**src/rtl/fetch_redirect_unit_pkg.sv**
```systemverilog
// fetch_redirect_unit_pkg
//   Shared definitions for the fetch front end: the sequencer state
//   encoding and the default 6502 reset-vector address, which other
//   front-end blocks reuse.
package fetch_redirect_unit_pkg;

  localparam logic [15:0] RESET_VECTOR_DEFAULT = 16'hFFFC;

  typedef enum logic [2:0] {
    ST_VEC_LO = 3'd0,
    ST_VEC_HI = 3'd1,
    ST_REQ    = 3'd2,
    ST_HOLD   = 3'd3,
    ST_DRAIN  = 3'd4
  } fetch_state_e;

endpackage

```
**src/rtl/fetch_redirect_unit.sv**
```systemverilog
// fetch_redirect_unit
//   Front-end PC sequencer. Boots from the reset vector, fetches bytes one
//   at a time and hands each byte, tagged with its PC, to the decoder.
//   A resolved target from the terminate pipeline restarts fetch at that
//   address and pulses flush.
//
// Ports
//   clk, rst_n               clock, synchronous active-low reset
//   term_addr/valid/ready    redirect request from the terminate pipeline
//   mem_addr/req/ack/data    single-outstanding byte read port
//   fetch_byte/pc/valid/ready byte output to the decoder
//   flush                    one-cycle pulse per accepted redirect
//
// state    | meaning
// VEC_LO   | reading reset-vector low byte
// VEC_HI   | reading reset-vector high byte
// REQ      | read of pc outstanding
// HOLD     | fetched byte presented, waiting for the decoder
// DRAIN    | stale read outstanding after a redirect; its data is dropped
module fetch_redirect_unit
  import fetch_redirect_unit_pkg::*;
#(
  parameter logic [15:0] RESET_VECTOR = RESET_VECTOR_DEFAULT
) (
  input  logic        clk,
  input  logic        rst_n,
  input  logic [15:0] term_addr,
  input  logic        term_valid,
  output logic        term_ready,
  output logic [15:0] mem_addr,
  output logic        mem_req,
  input  logic        mem_ack,
  input  logic [7:0]  mem_data,
  output logic [7:0]  fetch_byte,
  output logic [15:0] fetch_pc,
  output logic        fetch_valid,
  input  logic        fetch_ready,
  output logic        flush
);

  fetch_state_e state;
  logic [15:0]  pc;
  logic [7:0]   vec_lo;
  logic         ack;
  logic         redirect;

  // The first cycle out of reset has mem_req low; an ack then is not ours.
  assign ack      = mem_ack & mem_req;
  assign redirect = term_valid & term_ready;

  always_ff @(posedge clk) begin
    if (!rst_n) begin
      state       <= ST_VEC_LO;
      pc          <= 16'h0000;
      vec_lo      <= 8'h00;
      mem_req     <= 1'b0;
      mem_addr    <= RESET_VECTOR;
      fetch_valid <= 1'b0;
      fetch_byte  <= 8'h00;
      fetch_pc    <= 16'h0000;
      flush       <= 1'b0;
      term_ready  <= 1'b0;
    end else begin
      flush <= redirect;
      if (redirect) begin
        pc <= term_addr;
      end

      case (state)
        ST_VEC_LO: begin
          mem_req <= 1'b1;
          if (ack) begin
            vec_lo   <= mem_data;
            mem_addr <= RESET_VECTOR + 16'd1;
            state    <= ST_VEC_HI;
          end
        end

        ST_VEC_HI: begin
          if (ack) begin
            pc         <= {mem_data, vec_lo};
            mem_addr   <= {mem_data, vec_lo};
            term_ready <= 1'b1;
            state      <= ST_REQ;
          end
        end

        ST_REQ: begin
          if (redirect) begin
            fetch_valid <= 1'b0;
            if (ack) begin
              // Read completed in the accept cycle: drop it and start the
              // new request right away.
              mem_addr <= term_addr;
              state    <= ST_REQ;
            end else begin
              state <= ST_DRAIN;
            end
          end else if (ack) begin
            fetch_byte  <= mem_data;
            fetch_pc    <= pc;
            fetch_valid <= 1'b1;
            pc          <= pc + 16'd1;
            mem_req     <= 1'b0;
            state       <= ST_HOLD;
          end
        end

        ST_HOLD: begin
          if (redirect) begin
            fetch_valid <= 1'b0;
            mem_req     <= 1'b1;
            mem_addr    <= term_addr;
            state       <= ST_REQ;
          end else if (fetch_ready) begin
            fetch_valid <= 1'b0;
            mem_req     <= 1'b1;
            mem_addr    <= pc;
            state       <= ST_REQ;
          end
        end

        ST_DRAIN: begin
          // mem_req/mem_addr stay frozen until the stale read completes.
          if (ack) begin
            mem_addr <= redirect ? term_addr : pc;
            state    <= ST_REQ;
          end
        end

        default: begin
          state       <= ST_VEC_LO;
          mem_req     <= 1'b0;
          mem_addr    <= RESET_VECTOR;
          fetch_valid <= 1'b0;
          term_ready  <= 1'b0;
        end
      endcase
    end
  end

endmodule

```
**config.mk**
```make
export PLATFORM = sky130hd
export DESIGN_NAME = fetch_redirect_unit
export DESIGN_NICKNAME = d
export VERILOG_FILES = /design/src/rtl/fetch_redirect_unit_pkg.sv /design/src/rtl/fetch_redirect_unit.sv
export SDC_FILE = /design/constraint.sdc
export NUM_CORES = 1
export LEC_CHECK = 0
export CAP_MARGIN = 25
export CORE_UTILIZATION = 59
export CTS_BUF_LIST = sky130_fd_sc_hd__clkbuf_8
export CTS_CLUSTER_SIZE = 28
export DETAILED_ROUTE_END_ITERATION = 6
export PLACE_DENSITY_LB_ADDON = 0.12
export SLEW_MARGIN = 20
export SYNTH_ARGS = -nofsm -noshare
export SYNTH_HDL_FRONTEND = slang
export SYNTH_SLANG_ARGS = --single-unit
```
**constraint.sdc**
```tcl
create_clock -name clk -period 2.65 [get_ports clk]
set_clock_uncertainty 0.1 [all_clocks]
set_input_delay 0.53 -clock clk [delete_from_list [all_inputs] [get_ports clk]]
set_output_delay 0.53 -clock clk [all_outputs]
set_load 0.05 [all_outputs]
```
==> impl_metrics.json, run 1 <==
{
  "ir_drop_uv": 471,
  "ctsRootBufferMaster": "clkbuf_8",
  "ys_types": 62,
  "max_cap_violations": 0,
  "slew_viol_final": 0,
  "drive_above_1_share_pct": 10.5,
  "syn_inst": 525,
  "grt_usage_pct": 41.8,
  "h-tree-depth": 3,
  "overflow": 0,
  "wl_um": 14300,
  "final_cell_mix": "nand2_1, clkdlybuf4s50_1, dfxtp_1",
  "grt_pass1_vias": 4501,
  "cp.required_ns": 2.85,
  "wl_per_cell_um": 20.8,
  "antenna_cells": 0,
  "hold_class": "register to register",
  "grt_pass1_wl_um": 23000,
  "area_growth_pct": 29.7,
  "crit_type": "register to register",
  "clkTransAtPathRegs_ns": 0.07,
  "vias": 4634,
  "nets": 637,
  "final-setup-viol-count": 0,
  "layout.cells.non_filler": 688,
  "post_cts_resized": 0,
  "rr_worst_depth": 6,
  "status": "finished with violations",
  "drc": 7,
  "syn_avg_cell_area_um2": 7.62,
  "tightest_slew_ns": 0.691,
  "holdPathStages": 2,
  "clk_latency_ns": 0.36,
  "cts_max_path_buffers": 2,
  "drt_iter0_markers": 582,
  "startpoint_type": "register",
  "viasPerCell": 6.74,
  "timing_hold_violations_final": 0,
  "rsz0062_at_grt": "no",
  "max_slew_margin_pct": 53.9,
  "fin_area_um2": 5190,
  "netlist_area_um2": 4000,
  "synth_seq_area_share_pct": 35.5,
  "core_area_um2": 6460,
  "ys_warn_count": 0,
  "whs_ns": 0.357,
  "placed_cell_area_um2": 5030,
  "die_w_um": 84.3,
  "start_util_pct": 61.9,
  "rows": 29,
  "path_cells": "inv_1 > nor3_1 > buf_4 > nor2_1 > o221ai_1 > o211a_1",
  "place_congestion": 1.06,
  "grt_start_max_net_pins": 35,
  "cp.depth": 6,
  "synth-edff-count": 0,
  "fin_crit_ns": 2.53,
  "ys_async_sr_fraction_pct": 0,
  "cp_slowest_cell": "dfxtp_1",
  "n_fill_cell": 454,
  "synthFlopType": "dfxtp_1",
  "firstDrtPassIters": 7,
  "power.density_nw_per_um2": 476,
  "setup_tns_ns": 0,
  "dieArea_um2": 7110,
  "fmax_mhz": 395,
  "critical_path.top_delay_family": "flip-flops",
  "io_pins": 73,
  "postRouteAntennaNets": 0,
  "dieHeight_um": 84.3,
  "antenna_found_initial": 0,
  "violations": "design-rule violations",
  "cpPeakStageDelay_ns": 0.77,
  "cts_sinks": 71,
  "cts_hold_buf": 0,
  "ys_seq_elements": 71,
  "numCtsBuffers": 9,
  "worstSetupEndpointType": "register",
  "port_buffers": 72,
  "cp_max_fo": 19,
  "layout_commonest_cell": "nand2_1",
  "cp_num_buf_inv": 2,
  "cp_data_arrival_time_ns": 2.74,
  "synth_nets": 555,
  "hpwl_um": 10400,
  "tritoncts": "done",
  "r2r_slack_ns": 0.12,
  "dp.cells": 673,
  "post_cts_buffers": 0,
  "p_leak_nw": 1.88,
  "finalCritPeriodShare_pct": 95.6
}
[cell type report]
cell class	count	area, um^2	share of cell area (%)
well taps	77	96.3	1.86
multi-input cells	399	2340	45.1
flip-flops and latches	71	1420	27.4
clock inverters	6	31.3	0.603
clock buffers	9	124	2.39
inverters	10	37.5	0.724
repair buffers	116	1140	21.9
[where the power goes]
part	total, mW	internal (mW)	leakage, nW	switching, mW
clock network	0.739	0.324	0.0912	0.415
registers	1.18	1.11	0.576	0.0662
logic	0.552	0.231	1.22	0.321
[layer usage]
metal | global-route usage, % | share of wire, % | wire length (um) | vias to the layer above
met4 | 22.7 | 5.6 | 806 | 0
met5 | 0 | 0 | 0 | -
li1 | - | - | - | 2076
met1 | 52.2 | 36 | 5230 | 2121
met3 | 11.2 | 13 | 1810 | 91
met2 | 66.2 | 45 | 6490 | 346
[kinds of logic (layout without fill, tap and decap cells)]
family	Yosys count	after routing	synth area share, %
simple gates	200	200	23.6
compound gates	166	166	26.8
flops	71	71	35.5
buf+inv	55	141	6.01
mux	21	21	5.29
xor+xnor	11	11	2.41
fa+ha+maj	1	1	0.313
[through the flow]
stage | power, mW | util, % | setup slack, ns
floorplan | 1.49 | - | 0.401
global placement | 1.72 | 77.9 | 0.0922
detailed placement | 1.73 | 77.9 | 0.0464
CTS | 2.45 | 80.3 | 0.287
global route | 2.55 | 80.3 | 0.111
finish | 2.47 | 80.3 | 0.116
[tightest hold or removal path, stage by stage, from the launching register on]
cell     delay, ns
dfxtp_1       0.31
nand2_1       0.05
a21oi_1       0.05
[synthesized netlist by cell type, types with 2 or more instances]
master	instances	area share [%]
nor2b_1	8	1.3
or4_1	2	0.38
buf_4	2	0.38
inv_1	9	0.84
and3_1	8	1.3
nand3_1	14	1.8
dfxtp_1	71	36
or3_1	3	0.47
nor4_1	4	0.63
nand2_1	88	8.3
buf_2	14	1.8
nor2_1	32	3.0
nor3b_1	3	0.56
nand2b_1	3	0.47
nor3_1	22	2.8
a22oi_1	3	0.56
o211ai_1	11	2.1
o21a_1	9	1.7
o22ai_1	6	0.94
o31ai_1	4	0.75
a32oi_1	2	0.44
a211oi_1	4	0.75
a31oi_1	10	1.6
xnor2_1	7	1.5
o221ai_1	3	0.66
o21ai_0	32	4.0
nand4_1	4	0.63
a221o_1	3	0.75
a221oi_1	3	0.66
o311ai_0	7	1.5
a2111oi_0	2	0.44
o2bb2ai_1	2	0.44
clkbuf_1	27	2.5
and2_1	2	0.31
a21oi_1	51	6.4
o211a_1	2	0.50
xor2_1	4	0.88
mux2i_1	20	5.0
[final timing paths]
path,start,endpoint
hold reg to reg,fetch_pc[5],fetch_pc[5]
hold / removal,fetch_pc[5],fetch_pc[5]
setup reg to reg,state[0],mem_addr[0]
setup / recovery,state[0],mem_addr[0]
[sequential cells by signal, indices dropped and copies added (netlist names)]
signal,cells
mem_addr,16
vec_lo,8
state,3
term_ready,1
fetch_valid,1
pc,16
fetch_pc,16
mem_req,1
fetch_byte,8
flush,1
Note: power is estimated with default switching activity, not from simulation.
==> inputs of run 2 (changes only) <==
- CORE_UTILIZATION: 59 -> 55
- clock period: 2.65 -> 2.55 ns (I/O delays scaled with it)
==> run 2 against run 1 <==
  * The run now ends clean
  * Die area up 7.1%
  * Design area rose by 2.3%
  * Combinational power grew 5.3%
  * Sequential share of layout area shrank 0.63 points
  * Via count decreased by 1.2%
  * Cell count up 4.5%
  * Register-to-register slack improved by 0.07 ns
  * Non-clock buffer count is 11 higher
  * Flip-flop and latch count stayed put
  * Worst setup slack better by 0.057 ns
  * Global-route usage fell by 2.1 points
  * Clock-buffer cell count up 1
  * Largest cell class unchanged
==> impl_metrics.json, run 2 (synthesis gave the netlist of run 1 again) <==
{
  "status": "completed",
  "hold_class": "register to register",
  "rows": 30,
  "swShare_pct": 32.8,
  "cts_max_path_buffers": 2,
  "core_area_um2": 6910,
  "postRouteAntennaNets": 0,
  "place_congestion": 1.07,
  "totalPowerFinal_mw": 2.66,
  "cts_sinks": 71,
  "post_cts_buffers": 0,
  "power_frac_comb_pct": 21.9,
  "fmax_mhz": 421,
  "wl_per_cell_um": 20.0,
  "startpoint_type": "register",
  "antenna_found_initial": 0,
  "clkTransAtPathRegs_ns": 0.08,
  "setup_tns_ns": 0,
  "cp_num_buf_inv": 1,
  "grt_pass1_wl_um": 22500,
  "seqPwrFrac_pct": 46.0,
  "io_pins": 73,
  "slew_viol_final": 0,
  "layout_setup_ws_ns": 0.173,
  "clk_latency_ns": 0.36,
  "overflow": 0,
  "cts_hold_buf": 0,
  "port_buffers": 72,
  "p_int_mw": 1.78,
  "start_util_pct": 57.9,
  "tritoncts": "done",
  "grtUsageMet2_pct": 64.8,
  "rsz0062_at_grt": "no",
  "reg.largest.list": "fetch_pc: 16 flops, mem_addr: 16 flops, pc: 16 flops",
  "antenna_cells": 0,
  "layout_commonest_cell": "nand2_1",
  "finalCritPeriodShare_pct": 93.2,
  "critical_path.top_delay_family": "buffers and inverters",
  "vias": 4579,
  "dieHeight_um": 87.3,
  "fin_crit_ns": 2.38,
  "post_cts_resized": 0,
  "dieArea_um2": 7620,
  "crit_type": "register to output port",
  "grt_start_max_net_pins": 27,
  "max_slew_margin_pct": 61.4,
  "numCtsBuffers": 9,
  "path_cells": "clkdlybuf4s50_1",
  "hpwl_um": 10600,
  "h-tree-depth": 3,
  "drive_above_1_share_pct": 12.5,
  "grt_pass1_vias": 4237,
  "cp_max_fo": 9,
  "cp_slowest_cell": "clkdlybuf4s50_1",
  "area_growth_pct": 32.7,
  "ir_drop_uv": 383,
  "grt_usage_pct": 39.7,
  "max_cap_violations": 0,
  "final-setup-viol-count": 0,
  "die_w_um": 87.3,
  "p_clk_share_pct": 32.1,
  "cp_data_arrival_time_ns": 1.77,
  "timing_hold_violations_final": 0,
  "drc": 0,
  "firstDrtPassIters": 5,
  "viasPerCell": 6.37,
  "r2r_slack_ns": 0.19,
  "cp.required_ns": 1.94,
  "worstSetupEndpointType": "output port",
  "p_switching_mw": 0.872,
  "cpPeakStageDelay_ns": 0.87,
  "met3_usage_pct": 10.4,
  "tightest_slew_ns": 0.578,
  "layout.cells.non_filler": 719,
  "ctsRootBufferMaster": "clkbuf_8",
  "wl_um": 14400,
  "place_ws_ns": -0.120,
  "busiest_layer": "met2",
  "power.density_nw_per_um2": 500,
  "drt_iter0_markers": 505,
  "grt.met1_usage_pct": 50.2,
  "nets": 648,
  "p_leak_nw": 1.93,
  "final_cell_mix": "nand2_1, clkdlybuf4s50_1, dfxtp_1",
  "dp.cells": 703
}
[run 2: cell types whose count changed in the layout (fill, tap and decap cells not counted)]
cell,change
clkbuf_8,+1
inv_1,-2
clkinvlp_4,+3
buf_4,+12
clkinv_2,-2
buf_12,-1
inv_6,+1
[run 2: per-stage QoR]
| step | util (%) | hold WS (ns) | instance area (um^2) |
|---|---|---|---|
| 2_1_floorplan | - | 0.353 | 4000 |
| 3_3_place_gp | 74.2 | 0.342 | 5130 |
| 3_5_place_dp | 74.2 | 0.345 | 5130 |
| 4_1_cts | 76.9 | 0.360 | 5310 |
| 5_1_grt | 76.9 | 0.371 | 5310 |
| 6_report | 76.9 | 0.358 | 5310 |
[run 2: cell type report]
cell class | count | area, um^2
tap | 96 | 120
timing repair buffer | 127 | 1210
sequential | 71 | 1420
inverter | 10 | 37.5
clock buffer | 10 | 138
fill | 539 | 1600
clock inverter | 6 | 45.0
multi-input combinational | 399 | 2340
[run 2: final timing paths]
kind                                  start          end  cells after the start
worst max-delay path                mem_req      mem_req                      1
worst min-delay path            fetch_pc[0]  fetch_pc[0]                      2
worst min register to register  fetch_pc[0]  fetch_pc[0]                      2
worst max register to register     state[1]        pc[0]                      6
[run 2: routing by layer]
metal / up-vias / wire length, um
li1: 2097 / -
met1: 2135 / 5580
met2: 285 / 6770
met3: 62 / 1470
met4: 0 / 582
met5: - / 0
[run 2: power groups by stage]
stage / sequential, mW / clock [mW] / combinational (mW)
final: 1.22 / 0.854 / 0.581
after global placement: 1.24 / 0 / 0.558
after detailed placement: 1.24 / 0 / 0.567
after CTS: 1.22 / 0.856 / 0.570
after global routing: 1.22 / 0.903 / 0.617
after floorplan: 1.28 / 0 / 0.268
